### src/rtl/muldiv_issue.sv
// muldiv_issue: EX-stage issue and hazard control for the HI/LO multiply/divide unit.
// Launches ops, stalls HI/LO instructions while the unit is occupied, returns MFHI/MFLO data.
module muldiv_issue #(
    parameter int CNT_W     = 16,
    parameter bit DIV0_SKIP = 1'b1
) (
    input  logic             clk,
    input  logic             rst,
    input  logic             cmd_valid,
    input  logic [2:0]       cmd,
    input  logic [31:0]      rs_val,
    input  logic [31:0]      rt_val,
    input  logic             flush,
    input  logic             hold,
    input  logic             md_busy,
    input  logic [31:0]      md_hi,
    input  logic [31:0]      md_lo,
    output logic             md_start,
    output logic             md_we,
    output logic             md_hilo,
    output logic [1:0]       md_op,
    output logic [31:0]      md_d1,
    output logic [31:0]      md_d2,
    output logic             stall,
    output logic             rd_valid,
    output logic [31:0]      rd_data,
    output logic             div0,
    output logic [CNT_W-1:0] stall_cnt
);

    localparam logic [1:0] SIGNED_MUL   = 2'd0;
    localparam logic [1:0] UNSIGNED_MUL = 2'd1;
    localparam logic [1:0] SIGNED_DIV   = 2'd2;
    localparam logic [1:0] UNSIGNED_DIV = 2'd3;

    typedef enum logic [1:0] {IDLE, LAUNCH, RUN} state_t;

    state_t     state;
    logic [1:0] op_q;
    logic [1:0] op_now;
    logic       act;
    logic       free;
    logic       issue;
    logic       is_md;
    logic       is_div;
    logic       is_mt;
    logic       is_mf;
    logic       dz;

    // RUN with busy low is free: the unit writes HI/LO on the edge busy drops.
    assign free   = (state == IDLE) || (state == RUN && !md_busy);
    assign act    = cmd_valid && !flush && !rst;
    assign issue  = act && free && !hold;

    assign is_md  = !cmd[2];
    assign is_div = !cmd[2] && cmd[1];
    assign is_mt  = cmd[2] && cmd[1];
    assign is_mf  = cmd[2] && !cmd[1];
    assign dz     = DIV0_SKIP && is_div && (rt_val == 32'd0);

    always_comb begin
        op_now = SIGNED_MUL;
        unique case (cmd[1:0])
            2'd0: op_now = SIGNED_MUL;
            2'd1: op_now = UNSIGNED_MUL;
            2'd2: op_now = SIGNED_DIV;
            2'd3: op_now = UNSIGNED_DIV;
        endcase
    end

    assign md_start = issue && is_md && !dz;
    assign div0     = issue && dz;
    assign md_we    = issue && is_mt;
    assign md_hilo  = (cmd == 3'd6);
    assign md_op    = md_start ? op_now : op_q;
    assign md_d1    = rs_val;
    assign md_d2    = rt_val;

    assign stall    = act && !free;

    // Reads are idempotent, so hold does not gate them.
    assign rd_valid = act && free && is_mf;

    always_comb begin
        rd_data = 32'd0;
        if (rd_valid) begin
            rd_data = cmd[0] ? md_lo : md_hi;
        end
    end

    always_ff @(posedge clk) begin
        if (rst) begin
            state     <= IDLE;
            op_q      <= SIGNED_MUL;
            stall_cnt <= '0;
        end else begin
            if (md_start) begin
                state <= LAUNCH;
                op_q  <= op_now;
            end else begin
                case (state)
                    LAUNCH:  state <= RUN;
                    RUN:     state <= md_busy ? RUN : IDLE;
                    default: state <= IDLE;
                endcase
            end
            if (stall && stall_cnt != '1) begin
                stall_cnt <= stall_cnt + CNT_W'(1);
            end
        end
    end

endmodule

### config.mk
export PLATFORM = sky130hd
export DESIGN_NAME = muldiv_issue
export DESIGN_NICKNAME = d
export VERILOG_FILES = /design/src/rtl/muldiv_issue.sv
export SDC_FILE = /design/constraint.sdc
export NUM_CORES = 1
export LEC_CHECK = 0
export CAP_MARGIN = 20
export CORE_AREA = 2 2 100 102
export CTS_BUF_LIST = sky130_fd_sc_hd__clkbuf_8
export DETAILED_ROUTE_END_ITERATION = 7
export DIE_AREA = 0 0 102 104
export HOLD_SLACK_MARGIN = 0.03
export PLACE_DENSITY = 0.79
export SETUP_SLACK_MARGIN = 0.3
export SLEW_MARGIN = 20
export SYNTH_ARGS = -nofsm -noshare
export SYNTH_HDL_FRONTEND = slang
export SYNTH_SLANG_ARGS = --single-unit
### constraint.sdc
create_clock -name clk -period 4 [get_ports clk]
set_clock_uncertainty 0.1 [all_clocks]
set_input_delay 0.8 -clock clk [delete_from_list [all_inputs] [get_ports clk]]
set_output_delay 0.8 -clock clk [all_outputs]
set_load 0.01 [all_outputs]
==> results.py, run 1 <==
metrics = {
    "synth": {
        "ys_ff_latch": 20,
        "portion_of_the_post_synthesis_area_used_by_sequential_elements_pct": 18.0,
        "yosys.area.top_type": "buf_4",
        "postSynth.asyncResetShare_pct": 0,
        "synthFlopType": "dfxtp_1",
        "edff_count_synth": 0,
        "synthMostInstantiatedCell": "buf_4",
        "synth_commonest_cells": "buf_4, nor2_1, mux2i_1",
        "yosys_warning_total": 0,
        "netlist.area_leader.share_pct": 21.6,
        "syn_inst": 293,
        "synth.distinct_cells": 37,
        "synth_area_leaders": "buf_4, dfxtp_1, mux2i_1",
        "synth.net_count": 434,
        "avgSynthCellArea_sq_um": 7.59,
        "cell_area_after_synthesis_sq_um": 2220,
    },
    "grt": {
        "number_of_antenna_violations_at_the_first_check_in_global_routing": 0,
        "global_route_wire_length_before_repair_um": 12800,
        "largest_net_degree_at_the_start_of_global_routing": 31,
        "grt_util_all_layers_pct": 15.2,
        "vias_in_the_first_global_route": 2437,
        "grt_remaining_overflow": 0,
    },
    "timing": {
        "slew_violations": 0,
        "clock.fmax_ghz": 0.278,
        "timing.setup.tns_ns": 0,
        "finalWorstPathRequiredPeriod_ns": 3.59,
        "timing_hold_violations_final": 0,
        "fin_crit_sh_pct": 89.8,
        "timing.max_slew.rel_slack_pct": 49.3,
        "rsz0062_at_grt": "no",
        "worst_pin_slew_ns": 0.755,
        "report.final.setup_viol": 0,
        "fin_hold_ws_ns": 0.404,
    },
    "setup_path": {
        "timing.critical_path.fanout_max": 3,
        "worstRegToRegCells": 5,
        "cp.arrival_ns": 2.69,
        "worstReg2RegStart": "stall_cnt[0]",
        "worst-r2r-setup-slack_ns": 1.64,
        "timing.setup.critical_path_class": "input pin to output port",
        "worstPathCellList": "clkdlybuf4s50_1, or4_4, nor3_4, buf_4, buf_4, nand3_1, nor3_1, buf_4, clkbuf_2",
        "worst_r2r_endpoint": "stall_cnt[6]",
        "cpMostUsedCell": "buf_4",
        "worstSetupEndpointType": "output port",
        "critical_path_required_ns": 3.10,
        "critPathSlowestCell": "or4_4",
        "slowest_delay_ns": 0.56,
        "critical_path.startpoint_type": "input pin",
    },
    "finish": {
        "regArea_sq_um": 400,
        "layout.cells.non_filler": 557,
        "post_route_cells_drive_above_1_share_pct": 9.43,
        "num-fill-cells": 966,
        "flow.area_growth_from_synthesis_pct": 78.5,
        "multi_input_area_sq_um": 1280,
        "nets": 566,
        "insertedDiodeCount": 0,
        "fin_area_sq_um": 3970,
    },
    "hold_path": {
        "min_from": "stall_cnt[15]",
        "end_point_of_the_worst_hold_path": "stall_cnt[15]",
        "holdPathStages": 1,
        "worst_hold_path_type": "flip-flop to flip-flop",
    },
    "placement": {
        "numPlacedInstances": 550,
        "dp_hpwl_um": 7250,
        "port_buffers": 192,
        "finalWeightedCongestion": 0.866,
        "place_area_sq_um": 3870,
    },
    "detailed_routing": {
        "routed_wire_length_per_instance_um": 15.1,
        "ant_nets": 0,
        "initialDrtViolationCount": 48,
        "routed_via_density": 4.52,
        "drt-pass1-iter-count": 4,
        "route.detailed.drc": 0,
        "via_count": 2515,
        "wire_length_reported_by_the_detailed_router_um": 8430,
    },
    "cts": {
        "clockRootBuffer": "clkbuf_8",
        "holdBufCountCts": 0,
        "cts_made_buffers": 3,
        "tritoncts": "yes",
        "cts.reportedPaths.clkPinSlew_ns": 0.07,
        "insertion_delay_ns": 0.26,
        "cts_sinks": 20,
        "max-clock-path-buffers": 2,
        "h_tree_levels": 1,
    },
    "status": {
        "outcome": "completed",
    },
    "flow_run": {
        "cap_viol_max_count": 0,
    },
    "power_and_ir_drop": {
        "vdd.ir_drop.worst_uv": 97.0,
        "power_per_cell_area_nw_per_um2": 157,
        "power.leakage_nw": 1.74,
    },
    "floorplanning": {
        "chip_width_um": 102,
        "die_height_um": 104,
        "die_area_sq_um": 10600,
        "ios": 257,
        "initial_utilization_pct": 23.3,
        "rows": 36,
        "coreArea_sq_um": 9550,
    },
}
## worst max-delay path by stage
| stage | slack (ns) | to | cells after the start | from |
|---|---|---|---|---|
| 2_1_floorplan | 0.89 | md_op[0] | 4 | rt_val[4] |
| 3_3_place_gp | 0.03 | rd_data[0] | 7 | cmd_valid |
| 3_5_place_dp | 0.009 | rd_data[1] | 7 | rst |
| 4_1_cts | 0.30 | rd_data[19] | 7 | cmd_valid |
| 5_1_grt | 0.30 | div0 | 9 | rt_val[9] |
| 6_report | 0.41 | div0 | 9 | rt_val[9] |
## flip-flops by register name, indices dropped and copies added (netlist names)
signal and count:
state 2, op_q 2, stall_cnt 16
## logic make-up after synthesis
family | after synthesis | share of synthesized area (%)
and+or+nand+nor | 110 | 26.7
muxes | 41 | 18.9
AOI/OAI and AO/OA | 26 | 7.42
buffers and inverters | 92 | 26.8
DFF | 20 | 18.0
adders and majority gates | 4 | 2.25
## worst max-delay path: cells and delay by family
family / cells / cell delay [ns]
buffers and inverters: 5 / 0.94
AND/OR/NAND/NOR: 4 / 0.96
## what timing repair did
action,in CTS,in global routing
setup endpoints to repair,38,7
setup buffers,1,2
pin swaps,1,3
gates resized for setup,40,15
## metrics by stage
step                utilization, %  total power, mW  setup slack (ns)
floorplan                        -            0.317             0.886
global placement              40.5            0.426            0.0278
detailed placement            40.5            0.428           0.00946
CTS                           41.1            0.629             0.301
global route                  41.6            0.653             0.304
finish                        41.6            0.624             0.406
## area by class of cell
cell class | instances | area share [%]
multi-input combinational | 181 | 32.2
timing repair buffer | 206 | 50.5
clock inverter | 1 | 0.756
inverter | 13 | 1.23
clock buffer | 3 | 1.04
sequential | 20 | 10.1
tap | 133 | 4.19
## layer usage
layer	wire length [um]	GRT usage, %	vias to the layer above
li1	-	-	1228
met3	725	4.44	13
met1	3420	18.2	1143
met5	0	0	-
met2	4140	26.4	131
met4	136	3.52	0
## placed cells by master (no fill, tap or decap), drive strengths merged
cell type and instances:
nor4b 2, or3 4, bufinv 1, a31o 1, and3 2, and2b 2
nor4 12, nor4bb 1, o211ai 2, and4 1, a311oi 1, inv 13
nor2b 6, nor3b 1, and2 1, mux2 8, a21oi 10, or4 9
dlymetal6s2s 4, nor3 4, dfxtp 20, clkbuf 6, nand3b 2, o21ai 4
buf 15, nor2 41, nand2b 1, mux2i 33, o2111ai 2, or3b 1
o31ai 6, nand4 8, nand3 4, nand2 8, clkdlybuf4s50 153, ha 4
dlygate4sd2 31
## power by group
part           internal (mW)  switching, mW  total [mW]  leakage [nW]
Combinational          0.148         0.0746       0.223          1.54
Clock                  0.134         0.0681       0.202        0.0357
Sequential             0.200       0.000392       0.200         0.161
Total                  0.481          0.143       0.624          1.74
Power figures use the tool's default switching activity.
==> inputs of run 2 (changes only) <==
HOLD_SLACK_MARGIN = not set   (was 0.03)
==> results of run 2 <==
The final DEF is identical to that of run 1; final timing and power are the same.
==> inputs of run 3 (changes only) <==
SETUP_SLACK_MARGIN = 0.4   (was 0.3)
==> run 3 against run 2 <==
Critical path depth fell by 3. Global-route usage rose by 0.055 points. Non-clock buffer count rose by 1. Worst setup slack improved by 0.048 ns. Wire length rose by 1.0%. Critical path type unchanged. Cell count rose by 0.18%. Clock-buffer cell count did not move. Core utilization rose by 0.58 points. Largest power group unchanged. Die area did not move. Largest cell class unchanged. First-iteration DRC count rose by 27%. Register-to-register slack improved by 0.02 ns.
==> results.py, run 3 (synthesis gave the netlist of run 1 again) <==
metrics = {
    "status": {
        "outcome": "completed",
    },
    "cts": {
        "insertion_delay_ns": 0.26,
        "cts_made_buffers": 3,
        "cts.reportedPaths.clkPinSlew_ns": 0.07,
        "clockRootBuffer": "clkbuf_8",
        "max-clock-path-buffers": 2,
        "h_tree_levels": 1,
        "tritoncts": "yes",
        "cts_sinks": 20,
    },
    "hold_path": {
        "worst_hold_path_type": "flip-flop to flip-flop",
        "end_point_of_the_worst_hold_path": "stall_cnt[3]",
        "min_from": "stall_cnt[3]",
        "holdPathStages": 2,
    },
    "placement": {
        "finalWeightedCongestion": 0.866,
        "port_buffers": 192,
        "dp_hpwl_um": 7250,
        "pre_cts_ws_ns": 0.00946,
    },
    "detailed_routing": {
        "via_count": 2503,
        "wire_length_reported_by_the_detailed_router_um": 8510,
        "route.detailed.drc": 0,
        "drt-pass1-iter-count": 4,
        "ant_nets": 0,
        "routed_wire_length_per_instance_um": 15.3,
        "routed_via_density": 4.49,
        "initialDrtViolationCount": 61,
    },
    "floorplanning": {
        "chip_width_um": 102,
        "rows": 36,
        "initial_utilization_pct": 23.3,
        "coreArea_sq_um": 9550,
        "die_height_um": 104,
        "ios": 257,
        "die_area_sq_um": 10600,
    },
    "timing": {
        "timing.setup.tns_ns": 0,
        "slew_violations": 0,
        "timing.max_slew.rel_slack_pct": 49.3,
        "report.final.setup_viol": 0,
        "finalWorstPathRequiredPeriod_ns": 3.55,
        "rsz0062_at_grt": "no",
        "clock.fmax_ghz": 0.282,
        "fin_crit_sh_pct": 88.6,
        "timing_hold_violations_final": 0,
        "worst_pin_slew_ns": 0.755,
        "post_layout_worst_setup_margin_ns": 0.454,
    },
    "setup_path": {
        "worstRegToRegCells": 5,
        "critical_path.startpoint_type": "input pin",
        "worst-r2r-setup-slack_ns": 1.66,
        "worst_r2r_endpoint": "stall_cnt[6]",
        "worstReg2RegStart": "stall_cnt[0]",
        "worstSetupEndpointType": "output port",
        "critical_path_required_ns": 3.10,
        "timing.critical_path.fanout_max": 3,
        "cp.arrival_ns": 2.65,
        "timing.setup.critical_path_class": "input pin to output port",
    },
    "finish": {
        "largest_reg_flops": 16,
        "insertedDiodeCount": 0,
        "regMostFlops": "stall_cnt",
        "flow.area_growth_from_synthesis_pct": 80.9,
        "nets": 567,
        "biggestRegsByFlops": "stall_cnt x16, op_q x2, state x2",
        "post_route_cells_drive_above_1_share_pct": 11.1,
        "mostFrequentLayoutCells": "clkdlybuf4s50_1, nor2_1, dlygate4sd2_1",
        "layout.cells.most_common": "clkdlybuf4s50_1",
        "num-fill-cells": 964,
    },
    "power_and_ir_drop": {
        "power_per_cell_area_nw_per_um2": 156,
        "power.leakage_nw": 1.72,
        "vdd.ir_drop.worst_uv": 97.2,
    },
    "grt": {
        "global_route_wire_length_before_repair_um": 12800,
        "grt_util_all_layers_pct": 15.2,
        "vias_in_the_first_global_route": 2440,
        "grt_remaining_overflow": 0,
        "number_of_antenna_violations_at_the_first_check_in_global_routing": 0,
        "largest_net_degree_at_the_start_of_global_routing": 31,
    },
    "flow_run": {
        "cap_viol_max_count": 0,
    },
}
-- run 3: cell types whose count changed in the layout (fill, tap and decap cells not counted), moves of 2 or more --
cell / previous run / this run
buf_6: 0 / 2
clkbuf_2: 3 / 1
clkdlybuf4s15_1: 0 / 2
clkdlybuf4s50_1: 153 / 149
dlygate4sd2_1: 31 / 37
dlymetal6s2s_1: 4 / 1
nor4_1: 11 / 8
nor4_2: 0 / 2
-- run 3: worst max-delay path by stage --
stage | from | end | cells after the start
after floorplan | rt_val[4] | md_op[0] | 4
after global placement | cmd_valid | rd_data[0] | 7
after detailed placement | rst | rd_data[1] | 7
after CTS | rst | stall | 6
after global routing | rt_val[26] | md_op[1] | 6
final | rt_val[4] | md_op[1] | 6
-- run 3: area by class of cell --
| class | instances | area, sq um | area share [%] |
|---|---|---|---|
| Clock inverter | 1 | 30.0 | 0.746 |
| Clock buffer | 3 | 41.3 | 1.03 |
| Sequential cell | 20 | 400 | 9.95 |
| Inverter | 13 | 48.8 | 1.21 |
| Multi-Input combinational cell | 181 | 1330 | 33.0 |
| Tap cell | 133 | 166 | 4.13 |
| Timing Repair Buffer | 207 | 2010 | 50.0 |
-- run 3: per-layer routing --
metal,global-route usage [%],share of wire [%],up-vias
met1,18.1,40,1136
met2,26.5,50,127
met3,4.64,8.5,11
met4,3.52,1.5,0
met5,0,0,-
li1,-,-,1229
-- run 3: report_power, final --
group	internal, mW	switching (mW)	total, mW	leakage [nW]
Sequential	0.200	0.000379	0.200	0.161
Clock	0.134	0.0692	0.203	0.0357
Combinational	0.148	0.0773	0.225	1.52
Total	0.481	0.147	0.628	1.72
-- run 3: timing repair --
action,4_1_cts,5_1_grt
hold buffers,0,0
pin swaps,4,6
endpoints found under the hold margin,0,0
setup endpoints to repair,38,7
gates resized for setup,53,18
setup buffers,2,2
-- run 3: through the flow --
stage | util (%) | instance area, sq um | power (mW) | hold WS [ns] | std cells
3_5_place_dp | 40.5 | 3870 | 0.428 | 0.395 | 550
2_1_floorplan | - | 2220 | 0.317 | 0.396 | 293
4_1_cts | 41.2 | 3940 | 0.629 | 0.416 | 556
6_report | 42.2 | 4030 | 0.628 | 0.417 | 558
5_1_grt | 42.2 | 4030 | 0.657 | 0.442 | 558
3_3_place_gp | 40.5 | 3870 | 0.426 | 0.380 | 550
-- run 3: critical path, stage by stage --
cell,delay [ns]
clkdlybuf4s50_1,0.42
or4_4,0.44
nor3_4,0.15
a31o_2,0.20
mux2_2,0.34
dlygate4sd2_1,0.29
